<file path="config.mk">
export PLATFORM = sky130hd
export DESIGN_NAME = alu_dispatch_flat
export DESIGN_NICKNAME = d
export VERILOG_FILES = /design/src/rtl/alu_dispatch_if.sv /design/src/rtl/alu_dispatch.sv /design/src/flat_wrapper.sv
export SDC_FILE = /design/constraint.sdc
export NUM_CORES = 1
export LEC_CHECK = 0
export BUFFER_PORTS_ARGS = -buffer_cell sky130_fd_sc_hd__buf_4
export CAP_MARGIN = 20
export CORE_MARGIN = 8
export CORE_UTILIZATION = 35
export DETAILED_ROUTE_END_ITERATION = 10
export GPL_TIMING_DRIVEN = 0
export HOLD_SLACK_MARGIN = 0.08
export PLACE_DENSITY = 0.67
export SETUP_SLACK_MARGIN = 0.1
export SLEW_MARGIN = 10
export SYNTH_ARGS = -nofsm -noshare
export SYNTH_HDL_FRONTEND = slang
export SYNTH_SLANG_ARGS = --single-unit
</file>
<file path="constraint.sdc">
create_clock -name clk -period 5.2 [get_ports clk]
set_clock_uncertainty 0.1 [all_clocks]
set_input_delay 0.26 -clock clk [delete_from_list [all_inputs] [get_ports clk]]
set_output_delay 0.26 -clock clk [all_outputs]
set_load 0.05 [all_outputs]
</file>
<file path="src/rtl/alu_dispatch_if.sv">
// Request, ALU-drive and response bundle for alu_dispatch.
// The master side is the issue/ALU/writeback environment; the slave side is the dispatcher.
interface alu_dispatch_if #(
  parameter int DATA_WIDTH = 64,
  parameter int SHIFT_AMT  = $clog2(DATA_WIDTH),
  parameter int DEPTH      = 4,
  parameter int TAG_WIDTH  = 4
);
  localparam int OCC_W = $clog2(DEPTH) + 1;

  logic                  flush;
  logic                  req_valid;
  logic                  req_ready;
  logic [4:0]            req_func;
  logic [DATA_WIDTH-1:0] req_a;
  logic [DATA_WIDTH-1:0] req_b;
  logic [SHIFT_AMT-1:0]  req_shift;
  logic [TAG_WIDTH-1:0]  req_tag;

  logic [DATA_WIDTH-1:0] alu_a;
  logic [DATA_WIDTH-1:0] alu_b;
  logic [SHIFT_AMT-1:0]  alu_shift;
  logic [4:0]            alu_func;
  logic [DATA_WIDTH-1:0] alu_result;

  logic                  rsp_valid;
  logic                  rsp_ready;
  logic [DATA_WIDTH-1:0] rsp_data;
  logic [TAG_WIDTH-1:0]  rsp_tag;
  logic                  rsp_illegal;
  logic [OCC_W-1:0]      occupancy;

  modport master (
    output flush, req_valid, req_func,
    output req_a, req_b, req_shift, req_tag,
    output alu_result, rsp_ready,
    input  req_ready, alu_a, alu_b,
    input  alu_shift, alu_func,
    input  rsp_valid, rsp_data, rsp_tag,
    input  rsp_illegal, occupancy
  );

  modport slave (
    input  flush, req_valid, req_func,
    input  req_a, req_b, req_shift, req_tag,
    input  alu_result, rsp_ready,
    output req_ready, alu_a, alu_b,
    output alu_shift, alu_func,
    output rsp_valid, rsp_data, rsp_tag,
    output rsp_illegal, occupancy
  );
endinterface

</file>
<file path="src/rtl/alu_dispatch.sv">
// Issue-side ALU front end: request FIFO feeding the combinational ALU,
// with a registered response stage decoupling writeback back-pressure.
module alu_dispatch #(
  parameter int DATA_WIDTH = 64,
  parameter int SHIFT_AMT  = $clog2(DATA_WIDTH),
  parameter int DEPTH      = 4,
  parameter int TAG_WIDTH  = 4
) (
  input logic          clk,
  input logic          rst_n,
  alu_dispatch_if.slave bus
);
  localparam int AW = $clog2(DEPTH);
  localparam int OW = AW + 1;

  logic [4:0]            r_func  [DEPTH];
  logic [DATA_WIDTH-1:0] r_a     [DEPTH];
  logic [DATA_WIDTH-1:0] r_b     [DEPTH];
  logic [SHIFT_AMT-1:0]  r_shift [DEPTH];
  logic [TAG_WIDTH-1:0]  r_tag   [DEPTH];

  logic [AW-1:0]         r_wptr;
  logic [AW-1:0]         r_rptr;
  logic [OW-1:0]         r_occ;
  logic                  r_en;

  logic                  r_rsp_valid;
  logic [DATA_WIDTH-1:0] r_rsp_data;
  logic [TAG_WIDTH-1:0]  r_rsp_tag;
  logic                  r_rsp_ill;

  logic w_empty;
  logic w_full;
  logic w_ready;
  logic w_push;
  logic w_pop;
  logic w_ill;

  assign w_empty = (r_occ == '0);
  assign w_full  = (r_occ == OW'(DEPTH));
  // r_en keeps req_ready low until the first edge after reset release
  assign w_ready = r_en & ~w_full & ~bus.flush;
  assign w_push  = bus.req_valid & w_ready;
  assign w_pop   = ~w_empty
                 & (~r_rsp_valid | bus.rsp_ready)
                 & ~bus.flush;
  assign w_ill   = r_func[r_rptr] > 5'b01001;

  assign bus.req_ready   = w_ready;
  assign bus.occupancy   = r_occ;
  assign bus.alu_a       = w_empty ? '0 : r_a[r_rptr];
  assign bus.alu_b       = w_empty ? '0 : r_b[r_rptr];
  assign bus.alu_shift   = w_empty ? '0 : r_shift[r_rptr];
  assign bus.alu_func    = w_empty ? '0 : r_func[r_rptr];
  assign bus.rsp_valid   = r_rsp_valid;
  assign bus.rsp_data    = r_rsp_data;
  assign bus.rsp_tag     = r_rsp_tag;
  assign bus.rsp_illegal = r_rsp_ill;

  always_ff @(posedge clk) begin
    if (w_push) begin
      r_func[r_wptr]  <= bus.req_func;
      r_a[r_wptr]     <= bus.req_a;
      r_b[r_wptr]     <= bus.req_b;
      r_shift[r_wptr] <= bus.req_shift;
      r_tag[r_wptr]   <= bus.req_tag;
    end
  end

  always_ff @(posedge clk or negedge rst_n) begin
    if (!rst_n) begin
      r_en <= 1'b0;
    end else begin
      r_en <= 1'b1;
    end
  end

  always_ff @(posedge clk or negedge rst_n) begin
    if (!rst_n) begin
      r_wptr <= '0;
      r_rptr <= '0;
      r_occ  <= '0;
    end else if (bus.flush) begin
      r_wptr <= '0;
      r_rptr <= '0;
      r_occ  <= '0;
    end else begin
      if (w_push) r_wptr <= r_wptr + AW'(1);
      if (w_pop)  r_rptr <= r_rptr + AW'(1);
      unique case (1'b1)
        (w_push & ~w_pop): r_occ <= r_occ + OW'(1);
        (w_pop & ~w_push): r_occ <= r_occ - OW'(1);
        default: ;
      endcase
    end
  end

  always_ff @(posedge clk or negedge rst_n) begin
    if (!rst_n) begin
      r_rsp_valid <= 1'b0;
      r_rsp_data  <= '0;
      r_rsp_tag   <= '0;
      r_rsp_ill   <= 1'b0;
    end else if (bus.flush) begin
      r_rsp_valid <= 1'b0;
    end else if (w_pop) begin
      r_rsp_valid <= 1'b1;
      r_rsp_data  <= w_ill ? '0 : bus.alu_result;
      r_rsp_tag   <= r_tag[r_rptr];
      r_rsp_ill   <= w_ill;
    end else if (bus.rsp_ready) begin
      r_rsp_valid <= 1'b0;
    end
  end
endmodule
</file>
<file path="src/flat_wrapper.sv">
// flat-port wrapper written by rule: the top's interface ports become plain ports
module alu_dispatch_flat 
#(
  parameter int DATA_WIDTH = 64,
  parameter int SHIFT_AMT  = $clog2(DATA_WIDTH),
  parameter int DEPTH      = 4,
  parameter int TAG_WIDTH  = 4
)
  (clk, rst_n, bus_flush, bus_req_valid, bus_req_func, bus_req_a, bus_req_b, bus_req_shift, bus_req_tag, bus_alu_result, bus_rsp_ready, bus_req_ready, bus_alu_a, bus_alu_b, bus_alu_shift, bus_alu_func, bus_rsp_valid, bus_rsp_data, bus_rsp_tag, bus_rsp_illegal, bus_occupancy);
  alu_dispatch_if #(.DATA_WIDTH(DATA_WIDTH), .SHIFT_AMT(SHIFT_AMT), .DEPTH(DEPTH), .TAG_WIDTH(TAG_WIDTH)) bus_i ();
  input logic clk;
  input logic rst_n;
  input wire logic [$bits(bus_i.flush)-1:0] bus_flush;
  input wire logic [$bits(bus_i.req_valid)-1:0] bus_req_valid;
  input wire logic [$bits(bus_i.req_func)-1:0] bus_req_func;
  input wire logic [$bits(bus_i.req_a)-1:0] bus_req_a;
  input wire logic [$bits(bus_i.req_b)-1:0] bus_req_b;
  input wire logic [$bits(bus_i.req_shift)-1:0] bus_req_shift;
  input wire logic [$bits(bus_i.req_tag)-1:0] bus_req_tag;
  input wire logic [$bits(bus_i.alu_result)-1:0] bus_alu_result;
  input wire logic [$bits(bus_i.rsp_ready)-1:0] bus_rsp_ready;
  output wire logic [$bits(bus_i.req_ready)-1:0] bus_req_ready;
  output wire logic [$bits(bus_i.alu_a)-1:0] bus_alu_a;
  output wire logic [$bits(bus_i.alu_b)-1:0] bus_alu_b;
  output wire logic [$bits(bus_i.alu_shift)-1:0] bus_alu_shift;
  output wire logic [$bits(bus_i.alu_func)-1:0] bus_alu_func;
  output wire logic [$bits(bus_i.rsp_valid)-1:0] bus_rsp_valid;
  output wire logic [$bits(bus_i.rsp_data)-1:0] bus_rsp_data;
  output wire logic [$bits(bus_i.rsp_tag)-1:0] bus_rsp_tag;
  output wire logic [$bits(bus_i.rsp_illegal)-1:0] bus_rsp_illegal;
  output wire logic [$bits(bus_i.occupancy)-1:0] bus_occupancy;
  assign bus_i.flush = bus_flush;
  assign bus_i.req_valid = bus_req_valid;
  assign bus_i.req_func = bus_req_func;
  assign bus_i.req_a = bus_req_a;
  assign bus_i.req_b = bus_req_b;
  assign bus_i.req_shift = bus_req_shift;
  assign bus_i.req_tag = bus_req_tag;
  assign bus_i.alu_result = bus_alu_result;
  assign bus_i.rsp_ready = bus_rsp_ready;
  assign bus_req_ready = bus_i.req_ready;
  assign bus_alu_a = bus_i.alu_a;
  assign bus_alu_b = bus_i.alu_b;
  assign bus_alu_shift = bus_i.alu_shift;
  assign bus_alu_func = bus_i.alu_func;
  assign bus_rsp_valid = bus_i.rsp_valid;
  assign bus_rsp_data = bus_i.rsp_data;
  assign bus_rsp_tag = bus_i.rsp_tag;
  assign bus_rsp_illegal = bus_i.rsp_illegal;
  assign bus_occupancy = bus_i.occupancy;
  alu_dispatch #(.DATA_WIDTH(DATA_WIDTH), .SHIFT_AMT(SHIFT_AMT), .DEPTH(DEPTH), .TAG_WIDTH(TAG_WIDTH)) u_core (.clk(clk), .rst_n(rst_n), .bus(bus_i));
endmodule
</file>
; ---- Word-level counts from Yosys, hierarchy flattened
; Memories as Yosys holds them, arrays and structs flattened. A register that Yosys moved wholly into a read port is not among the register bits.
; Index checks and enable logic that the tools add are counted.
[totals]
regBits = 74
mem_bits_rw = 572
inputBits = 212
n_memories = 5
[classes]
n_addsub = 4
magnitude_cmp = 1
n_eq_ne = 1
muxes = 16
bitwise_logic = 14
reduce_logical = 7
[memory_table]
columns = name, depth, word_bits, rd, rd_ports_with_merged_regs, wr, line_no
row1 = u_core.r_a, 4, 64, 1, 0, 1, alu_dispatch.sv:17  ; logic [DATA_WIDTH-1:0] r_a [DEPTH];
row2 = u_core.r_b, 4, 64, 1, 0, 1, alu_dispatch.sv:18  ; logic [DATA_WIDTH-1:0] r_b [DEPTH];
row3 = u_core.r_shift, 4, 6, 1, 0, 1, alu_dispatch.sv:19  ; logic [SHIFT_AMT-1:0] r_shift [DEPTH];
row4 = u_core.r_func, 4, 5, 1, 0, 1, alu_dispatch.sv:16  ; logic [4:0] r_func [DEPTH];
row5 = u_core.r_tag, 4, 4, 1, 1, 1, alu_dispatch.sv:20  ; logic [TAG_WIDTH-1:0] r_tag [DEPTH];
[op_table]
columns = cell, n
row1 = two-way mux 64 bit, 3
row2 = two-way mux 2 bit, 4
row3 = bitwise AND 1 bit, 7
row4 = two-way mux 6 bit, 1
row5 = inverter 1 bit, 6
row6 = case mux 3 bit (2 select lines), 1
row7 = nonzero test 3 bit, 2
row8 = "> comparator 5 x 4 -> 1 bit, second input constant", 1
row9 = two-way mux 1 bit, 5
row10 = two-way mux 5 bit, 1
row11 = "adder 2 x 1 -> 2 bit, second input constant", 2
row12 = nonzero test 2 bit, 2
row13 = "adder 3 x 1 -> 3 bit, second input constant", 1
row14 = "equality test 3 bit, second input constant", 1
row15 = logical NOT 3 bit, 1
row16 = two-way mux 3 bit, 1
row17 = "subtractor 3 x 1 -> 3 bit, second input constant", 1
row18 = AND reduction 2 bit, 1
row19 = logical NOT 1 bit, 1
row20 = OR 1 bit, 1

; ---- Longest topological paths before layout
[logic_depth]
depth_word = 9
depth_mapped = 10
ltp_nobuf = 7

; ---- Least setup slack after synthesis
; OpenSTA, ideal clock, no wires.
[synth_timing]
path_kind = register to register
start = reg u_core.r_occ[0], in the netlist u_core.bus.occupancy[0]
end = mem u_core.r_a[1][0] (enable)
setup_time_ns = 0.520
arrival_time_ns = 4.707
t_required_ns = 4.580
slack_ns = -0.126
stages_incl_launch_ff = 4
synth_period_minus_slack_ns = 5.326
path_cell_list = dfrtp_1 nor2_1 a211oi_2 and2_1
[synth_via]
elab_chain_cells = 7
[synth_lines]
columns = item, line_no
row1 = start: declaration, alu_dispatch.sv:24  ; logic [OW-1:0] r_occ;
row2 = start signal: assignment, alu_dispatch.sv:91  ; (w_push & ~w_pop): r_occ <= r_occ + OW'(1);
row3 = start signal: assignment, alu_dispatch.sv:92  ; (w_pop & ~w_push): r_occ <= r_occ - OW'(1);
row4 = equality test 3 bit, alu_dispatch.sv:40  ; assign w_full = (r_occ == OW'(DEPTH));
row5 = inverter 1 bit, alu_dispatch.sv:42  ; assign w_ready = r_en & ~w_full & ~bus.flush;
row6 = bitwise AND 1 bit (2 in series), alu_dispatch.sv:42
row7 = bitwise AND 1 bit, alu_dispatch.sv:43  ; assign w_push = bus.req_valid & w_ready;
row8 = two-way mux 1 bit, alu_dispatch.sv:61  ; if (w_push) begin
row9 = two-way mux 1 bit (implied by the code), alu_dispatch.sv:63  ; r_a[r_wptr] <= bus.req_a;
row10 = end: declaration, alu_dispatch.sv:17
; No other way between the ends.

; ---- Final worst setup path
[layout_timing]
start = reg u_core.r_occ[2], in the netlist u_core.bus.occupancy[2]
end = out bus_alu_b[39]
[layout_via]
elab_chain_cells = 2
[layout_lines]
columns = item, line_no
row1 = logical NOT 3 bit, alu_dispatch.sv:39  ; assign w_empty = (r_occ == '0);
row2 = two-way mux 64 bit, alu_dispatch.sv:52  ; assign bus.alu_b = w_empty ? '0 : r_b[r_rptr];
row3 = end: declaration, flat_wrapper.sv:24  ; output wire logic [$bits(bus_i.alu_b)-1:0] bus_alu_b;
; No other way between the ends.

==> impl_table.tex <==
\begin{tabular}{lr}
\hline
Metric & Value \\
\hline
\multicolumn{2}{l}{\textbf{STA}} \\
\quad Setup TNS & 0 ns \\
\quad PnR worst setup slack & 1.36 ns \\
\quad Fmax achieved & 260 MHz \\
\quad Remaining max-slew budget at the tightest pin & 33.7\% \\
\quad Number of max-slew violations in the final report & 0 \\
\quad Number of hold-slack violations in the final timing report & 0 \\
\quad Tightest Pin Transition & 0.994 ns \\
\quad Period utilisation layout & 73.9\% \\
\quad RSZ-0062 raised after global routing & no \\
\quad Post-route minimum period & 3.84 ns \\
\quad Number of setup violations in the final report & 0 \\
\multicolumn{2}{l}{\textbf{Global routing}} \\
\quad Global router's overall resource usage & 15.5\% \\
\quad Vias in the first global route & 15300 \\
\quad Number of antenna violations at the first check in global routing & 8 \\
\quad Overflow left after global routing & 0 \\
\quad Largest net degree at the start of global routing & 79 \\
\quad Wire length of the first global-routing pass & 93300 um \\
\multicolumn{2}{l}{\textbf{Drt}} \\
\quad Post-detailed-route wirelength per cell & 21.9 um \\
\quad Number of vias after detailed routing & 13700 \\
\quad Number of DRC violations after detailed-routing iteration 0 & 778 \\
\quad Detailed-routing iteration count for the pre-antenna-repair pass & 4 \\
\quad Number of antenna-violating nets in the routed design & 0 \\
\quad Average vias per placed instance & 4.82 \\
\quad Residual DRC count & 0 \\
\quad Total Routed Length & 62100 um \\
\multicolumn{2}{l}{\textbf{Clock network}} \\
\quad Num CTS Buffers & 70 \\
\quad H-tree depth reported by CTS & 3 \\
\quad Worst skew pair latency & 0.58 ns \\
\quad Max clock buf depth & 3 \\
\quad Cell at the root of the clock tree & sky130\_fd\_sc\_hd\_\_clkbuf\_16 \\
\quad Clk pin slew, worst setup/hold paths & 0.06 ns \\
\quad TritonCTS clock tree & built \\
\quad Post-CTS Resized & 0 \\
\quad Number of clock sinks seen by CTS & 650 \\
\multicolumn{2}{l}{\textbf{Power and ir drop}} \\
\quad Maximum vdd ir drop & 0.768 mV \\
\quad Final Total Pwr & 0.0189 W \\
\quad Switching part of the total power & 39.1\% \\
\quad Internal Power & 0.0115 W \\
\quad Logic gate share of total power & 42.4\% \\
\quad Sequential power share & 32.4\% \\
\quad Sw Pwr & 0.00737 W \\
\quad Part of the total power dissipated in the clock network & 25.2\% \\
\quad LEAKAGE & 12.0 nW \\
\quad P per Cell Area & 562 nW/um\^{}2 \\
\multicolumn{2}{l}{\textbf{Final layout}} \\
\quad Layout cell share with drive strength beyond 1 & 37.9\% \\
\quad Count of nets after finishing & 2054 \\
\quad Growth of design area from synthesis to finish & 36.9\% \\
\quad Share of the core filled with cells & 48.1\% \\
\quad Filler Cells Inserted & 5742 \\
\multicolumn{2}{l}{\textbf{Critical path}} \\
\quad Worst Path Class, Setup & reg -> out \\
\quad Combined buffer and inverter count along the critical path & 5 \\
\quad Sort of element at the end of the critical path & primary output \\
\quad Slowest-stage cell, CP & sky130\_fd\_sc\_hd\_\_clkbuf\_1 \\
\quad Top Family by Delay on Critical Path & buffers and inverters \\
\quad Worst path required time & 4.84 ns \\
\quad Endpoint arrival time on the critical path & 3.48 ns \\
\quad Launching element type of the critical path & flop \\
\quad Crit path cell chain & buf\_2, nor3\_2, buf\_4, clkbuf\_2, clkbuf\_1, nor2b\_1, buf\_4 \\
\quad Largest stage delay on the critical path & 0.69 ns \\
\quad Max FO, Critical Path & 10 \\
\quad Crit path top cell by count & sky130\_fd\_sc\_hd\_\_buf\_4 \\
\multicolumn{2}{l}{\textbf{Floorplan}} \\
\quad Number of top-level design ports & 425 \\
\quad Starting density of the core & 35.2\% \\
\quad Die area & 78700 sq um \\
\quad Width of the chip & 281 um \\
\quad Number of placement rows & 97 \\
\quad Area inside the core boundary & 69700 sq um \\
\quad Floorplan die height & 281 um \\
\multicolumn{2}{l}{\textbf{Yosys}} \\
\quad Sequential cell area fraction in the yosys report & 78.1\% \\
\quad Synthesized net count & 1333 \\
\quad Synth Area per Inst & 21.9 sq um \\
\quad EDFF count, synth & 572 \\
\quad Combined area of all synthesized cells & 24500 sq um \\
\quad Synth Register Bits & 650 \\
\quad Netlist cell types & 36 \\
\quad Number of synthesis warnings & 0 \\
\quad Number of cells produced by synthesis & 1116 \\
\quad Portion of synthesized cell area occupied by the leading cell type & 70.1\% \\
\quad Most area-consuming cells after synthesis & sky130\_fd\_sc\_hd\_\_edfxtp\_1 (70\%), sky130\_fd\_sc\_hd\_\_mux4\_2 (13\%), sky130\_fd\_sc\_hd\_\_dfrtp\_1 (8.0\%) \\
\quad Leading post-synthesis cells by instance count & sky130\_fd\_sc\_hd\_\_edfxtp\_1 (572), sky130\_fd\_sc\_hd\_\_mux4\_2 (143), sky130\_fd\_sc\_hd\_\_nor2b\_1 (141) \\
\quad Biggest area consumer among synthesized cells & sky130\_fd\_sc\_hd\_\_edfxtp\_1 \\
\quad Post-synthesis async set-or-reset flop share & 12.0\% \\
\quad Most frequently used flop master after synthesis & sky130\_fd\_sc\_hd\_\_edfxtp\_1 \\
\quad Cell with the most instances after synthesis & sky130\_fd\_sc\_hd\_\_edfxtp\_1 \\
\multicolumn{2}{l}{\textbf{Flow run}} \\
\quad Max-capacitance violation count & 0 \\
\multicolumn{2}{l}{\textbf{Placement}} \\
\quad Worst Setup Slack post-DPL & 1.83 ns \\
\quad DPL Wire Length & 40000 um \\
\quad Routability congestion estimate & 0.895 \\
\quad Number of port buffers & 424 \\
\multicolumn{2}{l}{\textbf{Status}} \\
\quad Result of the run & finished clean \\
\multicolumn{2}{l}{\textbf{Hold path}} \\
\quad Path type of the worst min-delay path & in -> async \\
\hline
\end{tabular}
per-layer routing:
metal	vias up	track usage, %	wire length (um)
li1	5995	-	-
met1	7072	19.1	24900
met2	487	26.5	31100
met3	109	4.07	4280
met4	2	5.23	1760
met5	-	0	13
area by class of cell:
class	instances	area [sq um]	area share (%)
sequential	650	19100	57.0
antenna	8	20.0	0.0597
clock buffer	93	1930	5.76
clock inverter	28	287	0.854
multi-input combinational	398	5050	15.1
tap	940	1180	3.51
timing repair buffer	649	5610	16.7
inverter	4	15.0	0.0448
buffer	64	312	0.929
placed cells by master (no fill, tap or decap), types with 3 or more instances in the layout:
cell type	netlist	final
sky130_fd_sc_hd__edfxtp_1	572	572
sky130_fd_sc_hd__buf_4	2	427
sky130_fd_sc_hd__dlygate4sd3_1	0	211
sky130_fd_sc_hd__mux4_2	143	143
sky130_fd_sc_hd__nor2b_1	141	141
sky130_fd_sc_hd__dfrtp_1	78	78
sky130_fd_sc_hd__clkbuf_16	0	74
sky130_fd_sc_hd__a22o_1	64	64
sky130_fd_sc_hd__clkbuf_1	35	52
sky130_fd_sc_hd__buf_2	20	20
sky130_fd_sc_hd__clkinv_2	0	10
sky130_fd_sc_hd__diode_2	0	8
sky130_fd_sc_hd__clkinv_1	0	8
sky130_fd_sc_hd__buf_16	0	8
sky130_fd_sc_hd__buf_6	5	6
sky130_fd_sc_hd__nor2_1	5	5
sky130_fd_sc_hd__inv_1	4	4
sky130_fd_sc_hd__and2_4	0	4
sky130_fd_sc_hd__mux2_2	4	4
sky130_fd_sc_hd__a21oi_1	4	4
sky130_fd_sc_hd__ha_1	4	4
sky130_fd_sc_hd__buf_12	0	4
sky130_fd_sc_hd__nand2_1	3	3
sky130_fd_sc_hd__o21ai_0	3	3
sky130_fd_sc_hd__bufinv_16	0	3
cell families (layout without fill, tap and decap cells):
family          count (synthesis)  after routing  synth area share, %
compound gates                 78             78                 2.67
mux                           149            149                 13.4
fa+ha+maj                       5              5                0.286
flops                         650            650                 78.1
xor+xnor                        3              3                0.107
other cells                     1              9               0.0153
buf+inv                        68            838                 1.33
simple gates                  162            162                 4.09
power groups by stage:
stage / clock [W] / sequential [W] / combinational [W]
2_1_floorplan: 0 / 0.00672 / 0.00486
3_3_place_gp: 0 / 0.00620 / 0.00791
3_5_place_dp: 0 / 0.00620 / 0.00797
4_1_cts: 0.00490 / 0.00609 / 0.00813
5_1_grt: 0.00509 / 0.00612 / 0.00841
6_report: 0.00476 / 0.00610 / 0.00800
stage by stage:
| step | instance area (sq um) | hold slack (ns) | cells |
|---|---|---|---|
| detailed placement | 29200 | 0.364 | 2494 |
| global route | 33500 | 0.272 | 2832 |
| global placement | 28900 | 0.359 | 2480 |
| CTS | 33500 | 0.248 | 2826 |
| finish | 33500 | 0.300 | 2834 |
| floorplan | 24500 | -0.136 | 1116 |
flip-flops by register name, summed over array words and instances (netlist names):
name,flops
u_core.r_en,1
u_core.bus.rsp_tag,4
u_core.bus.rsp_illegal,1
u_core.r_func,20
u_core.r_rptr,2
u_core.r_wptr,2
u_core.r_a,256
u_core.r_tag,16
u_core.bus.occupancy,3
u_core.bus.rsp_valid,1
u_core.r_b,256
u_core.bus.rsp_data,64
u_core.r_shift,24
final timing paths:
check                                                     from                                   to  slack, ns  depth (start not counted)
max                        u_core.bus.occupancy[2]$_DFFE_PN0P_                        bus_alu_b[39]       1.36                          7
min                                                      rst_n  u_core.bus.rsp_data[14]$_DFFE_PN0P_       0.30                          2
max reg2reg                u_core.bus.occupancy[2]$_DFFE_PN0P_  u_core.bus.occupancy[2]$_DFFE_PN0P_       2.04                         10
min reg2reg                u_core.bus.rsp_data[22]$_DFFE_PN0P_  u_core.bus.rsp_data[22]$_DFFE_PN0P_       0.40                          1
max in group asynchronous                                rst_n  u_core.bus.rsp_data[50]$_DFFE_PN0P_       4.08                          2
min in group clk                                 bus_req_a[31]          u_core.r_a[3][31]$_DFFE_PP_       0.31                          2
worst register-to-register path: stages, from the launching register on:
cell and delay, ns:
sky130_fd_sc_hd__dfrtp_1 0.37, sky130_fd_sc_hd__buf_2 0.17, sky130_fd_sc_hd__nor3_2 0.38, sky130_fd_sc_hd__or3_1 0.16
sky130_fd_sc_hd__buf_2 0.26, sky130_fd_sc_hd__buf_1 0.47, sky130_fd_sc_hd__nor2_1 0.14, sky130_fd_sc_hd__fa_1 0.46
sky130_fd_sc_hd__nor4_1 0.28, sky130_fd_sc_hd__o21ai_0 0.13, sky130_fd_sc_hd__a31oi_1 0.16
timing repair:
action                                 CTS  global route
hold buffers                           211             0
setup buffers                            0             0
endpoints found under the hold margin  720             0
No activity file was read; power rests on OpenSTA's default activity.
